## src/rtl/ir_nec_tx.sv

```systemverilog
// rtl/ir_nec_tx.sv - NEC infrared frame transmitter with baseband and carrier outputs
module ir_nec_tx #(
  parameter int TICK_DIV     = 48,
  parameter int CARRIER_HALF = 624,
  parameter int GAP_US       = 40000
) (
  input  logic       clk,
  input  logic       rst,
  input  logic [7:0] address,
  input  logic [7:0] command,
  input  logic       send,
  output logic       ir,
  output logic       ir_carrier,
  output logic       busy,
  output logic       done
);

  typedef enum logic [2:0] {
    IDLE,
    LEAD_MARK,
    LEAD_SPACE,
    BIT_MARK,
    BIT_SPACE,
    STOP_MARK,
    GAP
  } state_t;

  localparam logic [15:0] TICK_LAST = 16'(TICK_DIV - 1);
  localparam logic [15:0] CAR_LAST  = 16'(CARRIER_HALF - 1);
  localparam logic [15:0] GAP_LAST  = 16'(GAP_US - 1);

  state_t      state, state_nx;
  logic [15:0] presc;
  logic [15:0] dur;
  logic [15:0] dur_last;
  logic [15:0] car_cnt;
  logic [5:0]  bit_cnt;
  logic [31:0] frame;
  logic        tick;
  logic        expire;
  logic        accept;
  logic        mark_cur;
  logic        mark_nx;
  logic        done_nx;

  // Last tick index of the current phase; a BIT_SPACE length follows the bit being sent.
  always_comb begin
    dur_last = 16'd0;
    case (state)
      LEAD_MARK:           dur_last = 16'd8999;
      LEAD_SPACE:          dur_last = 16'd4499;
      BIT_MARK, STOP_MARK: dur_last = 16'd559;
      BIT_SPACE:           dur_last = frame[0] ? 16'd1689 : 16'd559;
      GAP:                 dur_last = GAP_LAST;
      default:             dur_last = 16'd0;
    endcase
  end

  assign tick   = (presc == TICK_LAST);
  assign expire = tick && (dur == dur_last);
  assign accept = (state == IDLE) && send;

  always_comb begin
    state_nx = state;
    done_nx  = 1'b0;
    case (state)
      IDLE:       if (send)   state_nx = LEAD_MARK;
      LEAD_MARK:  if (expire) state_nx = LEAD_SPACE;
      LEAD_SPACE: if (expire) state_nx = BIT_MARK;
      BIT_MARK:   if (expire) state_nx = BIT_SPACE;
      BIT_SPACE:  if (expire) state_nx = (bit_cnt == 6'd31) ? STOP_MARK : BIT_MARK;
      STOP_MARK: begin
        if (expire) begin
          state_nx = GAP;
          done_nx  = 1'b1;
        end
      end
      GAP:        if (expire) state_nx = IDLE;
      default:    state_nx = IDLE;
    endcase
  end

  assign mark_cur = (state == LEAD_MARK) || (state == BIT_MARK) || (state == STOP_MARK);
  assign mark_nx  = (state_nx == LEAD_MARK) || (state_nx == BIT_MARK) || (state_nx == STOP_MARK);

  always_ff @(posedge clk) begin
    if (rst) begin
      state      <= IDLE;
      ir         <= 1'b1;
      ir_carrier <= 1'b0;
      busy       <= 1'b0;
      done       <= 1'b0;
      presc      <= 16'd0;
      dur        <= 16'd0;
      car_cnt    <= 16'd0;
      bit_cnt    <= 6'd0;
      frame      <= 32'd0;
    end else begin
      state <= state_nx;
      done  <= done_nx;
      busy  <= (state_nx != IDLE);
      ir    <= ~mark_nx;

      if (accept) begin
        frame   <= {~command, command, ~address, address};
        bit_cnt <= 6'd0;
      end else if ((state == BIT_SPACE) && expire) begin
        frame   <= frame >> 1;
        bit_cnt <= bit_cnt + 6'd1;
      end

      // Every phase starts from a clean prescaler so its length is exact in clk cycles.
      if (accept || expire) begin
        presc <= 16'd0;
        dur   <= 16'd0;
      end else if (state != IDLE) begin
        if (tick) begin
          presc <= 16'd0;
          dur   <= dur + 16'd1;
        end else begin
          presc <= presc + 16'd1;
        end
      end

      if (!mark_nx) begin
        ir_carrier <= 1'b0;
        car_cnt    <= 16'd0;
      end else if (!mark_cur) begin
        ir_carrier <= 1'b1;
        car_cnt    <= 16'd0;
      end else if (car_cnt == CAR_LAST) begin
        ir_carrier <= ~ir_carrier;
        car_cnt    <= 16'd0;
      end else begin
        car_cnt <= car_cnt + 16'd1;
      end
    end
  end

endmodule
```

## config.mk

```make
export PLATFORM = sky130hd
export DESIGN_NAME = ir_nec_tx
export DESIGN_NICKNAME = d
export VERILOG_FILES = /design/src/rtl/ir_nec_tx.sv
export SDC_FILE = /design/constraint.sdc
export NUM_CORES = 1
export LEC_CHECK = 0
export CORE_UTILIZATION = 65
export DETAILED_ROUTE_END_ITERATION = 10
export GPL_TIMING_DRIVEN = 0
export PLACE_DENSITY = 0.82
export SYNTH_ARGS = -nofsm -noshare
export SYNTH_HDL_FRONTEND = slang
export SYNTH_SLANG_ARGS = --single-unit
```

## constraint.sdc

```tcl
create_clock -name clk -period 5.1 [get_ports clk]
set_clock_uncertainty 0.2 [all_clocks]
set_input_delay 0.765 -clock clk [delete_from_list [all_inputs] [get_ports clk]]
set_output_delay 0.765 -clock clk [all_outputs]
set_load 0.02 [all_outputs]
```

==> flow_metrics.env, run 1 <==
export IMPL_syn_avg_cell_area_um2=8.567
export IMPL_required_ns=5.16
export IMPL_core_area_um2=6832
export IMPL_drt_iter0_markers=400
export IMPL_synth_top_area_frac=0.4047
export IMPL_yosysMostFrequentCell="dfxtp_1"
export IMPL_synth_edf_count=0
export IMPL_final_core_util=0.7560
export IMPL_synth_cell_type_count=56
export IMPL_vias=4068
export IMPL_cts_sinks=93
export IMPL_die_area_um2=7418
export IMPL_finalSetupViolations=0
export IMPL_num_nets_final=593
export IMPL_hold_viol=0
export IMPL_final_max_slew_viol_count=0
export IMPL_powerDensity_nw_per_um2=287.9
export IMPL_hp_class="reg2reg"
export IMPL_rsz0062_at_grt="no"
export IMPL_muxShareOfSynthArea=0.06609
export IMPL_syn_to_final_growth_pct=12.27
export IMPL_grt_total_usage=0.2970
export IMPL_post_cts_buffers=0
export IMPL_antennaDiodeCount=0
export IMPL_cts_buffers=9
export IMPL_synthTopCellsByCount="dfxtp_1 (93), nor2_1 (89), nand2_1 (44), a211oi_1 (27), xnor2_1 (25)"
export IMPL_grt_pass1_vias=3632
export IMPL_grt_ovfl_total=0
export IMPL_ys_seq_area_frac=0.4047
export IMPL_syn_instance_count=537
export IMPL_synth_xor_area_share=0.09328
export IMPL_viasPerCell=6.072
export IMPL_worstSetupEndpointType="register"
export IMPL_root_buffer="clkbuf_8"
export IMPL_place_congestion=0.8778
export IMPL_clk_latency_ns=0.37
export IMPL_worst_ep_arrival_time_ns=3.69
export IMPL_io_buffers=22
export IMPL_leakagePower_nw=1.785
export IMPL_worst_slew_pin_slew_ns=0.6991
export IMPL_cts_buffer_depth=2
export IMPL_drcViolationCount=0
export IMPL_fill_cells=501
export IMPL_synth_ff_type="dfxtp_1"
export IMPL_maxCapViolations=0
export IMPL_detail_route_wirelength_um=10530
export IMPL_drtAntennaViolNets=0
export IMPL_cts_max_level=3
export IMPL_hold_buffers=0
export IMPL_cp_start_kind="register"
export IMPL_cts_tree="yes"
export IMPL_synthArstFlopShare=0
export IMPL_ys_top_cells_by_area="dfxtp_1 (40%), nor2_1 (7.3%), xnor2_1 (4.8%)"
export IMPL_fp_dieW_um=86.13
export IMPL_wire_per_inst_um=15.72
export IMPL_yosys_area_top_type="dfxtp_1"
export IMPL_first_pass_iters=7
export IMPL_synth_compound_area_frac=0.1311
export IMPL_setup_tns_ns=0
export IMPL_post_dp_hpwl_um=7346
export IMPL_start_util=0.6734
export IMPL_cp_max_fo=10
export IMPL_syn_num_nets=560
export IMPL_synth_simple_area_share=0.2497
export IMPL_synth_fa_ha_area_frac=0.01088
export IMPL_path_class="reg2reg"
export IMPL_finalCritPeriodShare=0.7117
export IMPL_synth_top_family_by_area="simple AND/OR/NAND/NOR gates"
export IMPL_syn_area_um2=4601
export IMPL_ys_warn_count=0
export IMPL_synth_seq_cells=93
export IMPL_fmax_mhz=275.5
export IMPL_die_h_um=86.13
export IMPL_grt_pass1_wl_um=17310
export IMPL_num_rows=30
export IMPL_clk_pin_slew_ns=0.09
export IMPL_grt_max_degree=15
export IMPL_min_period_ns=3.630
export IMPL_antenna_found_initial=0
export IMPL_drive_gt1_frac=0.08362
export IMPL_num_io_pins=23
export IMPL_status="completed"
export IMPL_cts_resized=0
export IMPL_peakVddDrop_uv=243.1
export IMPL_slew_headroom=0.5340
-- path summary, 6_finish.rpt --
kind                                               end  slack [ns]                  start  depth (start not counted)
worst max-delay path            presc[14]$_SDFFE_PP0N_        1.47    state[0]$_SDFF_PP0_                         10
worst min-delay path             car_cnt[0]$_SDFF_PP0_        0.27  car_cnt[0]$_SDFF_PP0_                          1
worst max register to register  presc[14]$_SDFFE_PP0N_        1.47    state[0]$_SDFF_PP0_                         10
worst min register to register   car_cnt[0]$_SDFF_PP0_        0.27  car_cnt[0]$_SDFF_PP0_                          1
-- flip-flops by register name, summed over array words and instances (netlist names), 3 cells and up --
signal and cells:
presc 16, dur 16, state 3, frame 32
car_cnt 16, bit_cnt 6
-- where the power goes --
group / total (mW) / internal, mW / switching, mW
logic: 0.159 / 0.0667 / 0.0926
registers: 0.772 / 0.756 / 0.0167
clock network: 0.555 / 0.301 / 0.254
-- kinds of logic after synthesis --
group                      count (synthesis)
muxes                                     28
adders and majority gates                  4
buffers and inverters                     42
DFF                                       93
AOI/OAI and AO/OA                         83
xor gates and xnor gates                  49
and+or+nand+nor                          238
-- metrics by stage --
step	std cells	hold WS [ns]	cell area (µm²)	power (mW)	setup WS, ns
3_5_place_dp	655	0.2572	4941	0.9423	1.785
2_1_floorplan	537	0.2132	4601	0.8876	2.283
5_1_grt	670	0.2897	5165	1.539	1.287
4_1_cts	670	0.2694	5165	1.485	1.616
3_3_place_gp	655	0.2281	4941	0.9352	1.810
6_report	670	0.2655	5165	1.487	1.470
-- layout by cell type, fill, tap and decap left out, types with 3 or more instances in the layout --
cell type,n
mux2_2,7
o21ai_0,10
clkdlybuf4s50_1,22
xnor2_1,25
o2111ai_1,3
a31oi_1,4
xor2_1,24
a211oi_2,3
and3_1,12
dfxtp_1,93
nor4_1,6
nand4_1,11
buf_2,4
mux2i_1,18
nand2b_1,3
nor3_1,12
inv_1,10
nand3_1,23
a21oi_1,14
nor2_1,89
or4_1,6
clkbuf_1,20
or2_2,5
a211oi_1,27
buf_6,4
clkbuf_8,11
o211ai_1,7
buf_4,3
mux2_4,3
nand2_1,44
and2_1,3
or3_1,10
ha_1,4
-- cell type report --
class                      instances  area [µm²]  area share
tap                               96       120.1     0.02326
clock buffer                      12       155.1     0.03004
clock inverter                     3       68.82     0.01332
inverter                          11       41.29    0.007994
multi-input combinational        402        2535      0.4908
buffer                            31       162.7     0.03149
sequential                        93        1862      0.3605
timing repair buffer              22       220.2     0.04264
-- per-layer routing --
layer	GRT usage	routed length, µm	up-vias
li1	-	-	1959
met1	0.3910	4682	1931
met2	0.4841	4980	152
met3	0.04427	634	26
met4	0.1318	237	0
met5	0	0	-
-- critical path, cell delays in order, from the launching register on --
cell and delay (ns):
dfxtp_1 0.45, buf_6 0.19, inv_1 0.11, o41ai_1 0.55, o311ai_0 0.28, nand4b_1 0.46
o21ai_2 0.57, or2_2 0.20, clkbuf_1 0.18, buf_2 0.26, nor2_1 0.08
Note: power is estimated with default switching activity, not from simulation.
==> inputs of run 2 (changes only) <==
Settings changed: CORE_UTILIZATION 65 to 54, PLACE_DENSITY 0.82 to 0.73.
Clock period 5.1 ns to 3.02 ns, I/O delays scaled along.
==> flow_metrics.env, run 2 (synthesized netlist as in run 1, its figures left out) <==
export IMPL_finalSetupViolations=0
export IMPL_r2r_start="state[2]$_SDFF_PP0_"
export IMPL_cp_max_fo=10
export IMPL_rsz0062_at_grt="no"
export IMPL_viasPerCell=5.875
export IMPL_slew_headroom=0.5813
export IMPL_core_area_um2=8217
export IMPL_worst_slew_pin_slew_ns=0.6281
export IMPL_die_h_um=94.30
export IMPL_final_cells=686
export IMPL_path_class="reg2reg"
export IMPL_p_clk_frac=0.357
export IMPL_cts_max_level=3
export IMPL_grt_pass1_vias=3734
export IMPL_cp_depth=8
export IMPL_required_ns=3.11
export IMPL_drive_gt1_frac=0.1222
export IMPL_drtAntennaViolNets=0
export IMPL_place_congestion=0.8788
export IMPL_hold_viol=0
export IMPL_largest_register_ffs=32
export IMPL_final_seq_area_um2=1868
export IMPL_multi_input_area_um2=2604
export IMPL_layout_commonest_cell="dfxtp_1"
export IMPL_path_buf_inv=1
export IMPL_crit_start="state[2]$_SDFF_PP0_"
export IMPL_max_stage_delay_ns=0.62
export IMPL_finalCritPeriodShare=0.9751
export IMPL_io_buffers=22
export IMPL_power_frac_comb=0.112
export IMPL_syn_to_final_growth_pct=15.18
export IMPL_wire_per_inst_um=15.39
export IMPL_worst_ep_arrival_time_ns=3.04
export IMPL_post_dp_hpwl_um=7360
export IMPL_antenna_found_initial=0
export IMPL_num_io_pins=23
export IMPL_crit_chain="nand2_4 > or3_4 > a2111oi_4 > nand4_1 > or4_4 > buf_6 > mux2_4 > a211oi_2"
export IMPL_maxCapViolations=0
export IMPL_clk_pin_slew_ns=0.10
export IMPL_hp_class="reg2reg"
export IMPL_layout_common_cells="dfxtp_1 (90), nor2_1 (89), nand2_1 (44)"
export IMPL_detail_route_wirelength_um=10560
export IMPL_min_period_ns=2.945
export IMPL_crit_family="simple AND/OR/NAND/NOR gates"
export IMPL_dp_cells=664
export IMPL_powerDensity_nw_per_um2=463.2
export IMPL_worstSetupEndpointType="register"
export IMPL_grt_total_usage=0.2493
export IMPL_first_pass_iters=5
export IMPL_cts_buffer_depth=2
export IMPL_p_sw_mw=0.6499
export IMPL_switching_share=0.2648
export IMPL_drt_iter0_markers=244
export IMPL_fp_dieW_um=94.30
export IMPL_status="completed"
export IMPL_fin_ws_ns=0.07524
export IMPL_ff2ff_path_depth=8
export IMPL_leakagePower_nw=1.842
export IMPL_grt_max_degree=17
export IMPL_place_ws_ns=-0.3591
export IMPL_peakVddDrop_uv=281.2
export IMPL_internal_power_mw=1.805
export IMPL_num_rows=33
export IMPL_r2r_end="frame[27]$_SDFFE_PP0P_"
export IMPL_grt_pass1_wl_um=17400
export IMPL_fill_cells=700
export IMPL_start_util=0.5599
export IMPL_die_area_um2=8892
export IMPL_crit_end="frame[27]$_SDFFE_PP0P_"
export IMPL_setup_tns_ns=0
export IMPL_vias=4030
export IMPL_r2r_slack_ns=0.08
export IMPL_finalInstanceArea_um2=5299
export IMPL_power_mw=2.454
export IMPL_cts_sinks=93
export IMPL_cp_start_kind="register"
export IMPL_clk_latency_ns=0.37
export IMPL_place_area_um2=4952
export IMPL_num_nets_final=599
export IMPL_fmax_mhz=339.6
export IMPL_cp_slowest_cell="or4_4"
export IMPL_grt_ovfl_total=0
export IMPL_seq_power_share=0.531
export IMPL_root_buffer="clkbuf_8"
export IMPL_cts_tree="yes"
export IMPL_hold_buffers=0
export IMPL_final_max_slew_viol_count=0
export IMPL_antennaDiodeCount=0
export IMPL_drcViolationCount=0
export IMPL_cts_buffers=9
export IMPL_regMostFlops="frame"
==> run 2: cell count changes in the layout (fill, tap and decap cells not counted), moves of 2 or more <==
cell	previous run	this run
buf_4	3	10
dfxtp_2	0	2
dfxtp_1	93	90
clkbuf_4	0	2
clkbuf_1	20	15
o41ai_2	0	2
o41ai_1	2	0
clkinvlp_4	0	3
==> run 2: what timing repair did <==
action / in CTS / in global routing
cloned: 0 / 0
pin swaps: 4 / 5
endpoints found under the setup margin: 63 / 70
buffers inserted: 6 / 2
gates resized for setup: 11 / 15
==> run 2: worst min-delay path by stage <==
| stage | startpoint | cells after the start | endpoint |
|---|---|---|---|
| final | car_cnt[0]$_SDFF_PP0_ | 1 | car_cnt[0]$_SDFF_PP0_ |
| after CTS | car_cnt[0]$_SDFF_PP0_ | 1 | car_cnt[0]$_SDFF_PP0_ |
| after detailed placement | car_cnt[0]$_SDFF_PP0_ | 1 | car_cnt[0]$_SDFF_PP0_ |
| after floorplan | car_cnt[0]$_SDFF_PP0_ | 1 | car_cnt[0]$_SDFF_PP0_ |
| after global placement | car_cnt[0]$_SDFF_PP0_ | 1 | car_cnt[0]$_SDFF_PP0_ |
| after global routing | car_cnt[0]$_SDFF_PP0_ | 1 | car_cnt[0]$_SDFF_PP0_ |
==> run 2: routing by layer <==
layer / vias to the layer above / wire length, µm / GRT usage
met3: 22 / 637 / 0.04854
met5: - / 0 / 0
li1: 1974 / - / -
met2: 142 / 4909 / 0.4130
met1: 1892 / 4827 / 0.3241
met4: 0 / 186 / 0.08205
==> run 2: area by class of cell <==
type	instances	area share
clock inverter	6	0.01322
tap	105	0.02479
inverter	11	0.007792
clock buffer	10	0.02597
multi-input combinational	402	0.4914
timing repair buffer	30	0.05289
buffer	29	0.03141
sequential	93	0.3525
==> run 2: power by group through the flow <==
stage                     clock (mW)  combinational, mW  sequential, mW
after floorplan                    0              0.171            1.33
after global placement             0              0.254            1.33
after detailed placement           0              0.259            1.33
after CTS                      0.889              0.270            1.30
after global routing           0.932              0.297            1.31
final                          0.877              0.274            1.30
==> run 2: metrics by stage <==
step                  util  hold WS (ns)
floorplan                -        0.2132
global placement    0.6027        0.2246
detailed placement  0.6027        0.2327
CTS                 0.6393        0.2521
global route        0.6449        0.2839
finish              0.6449        0.2540
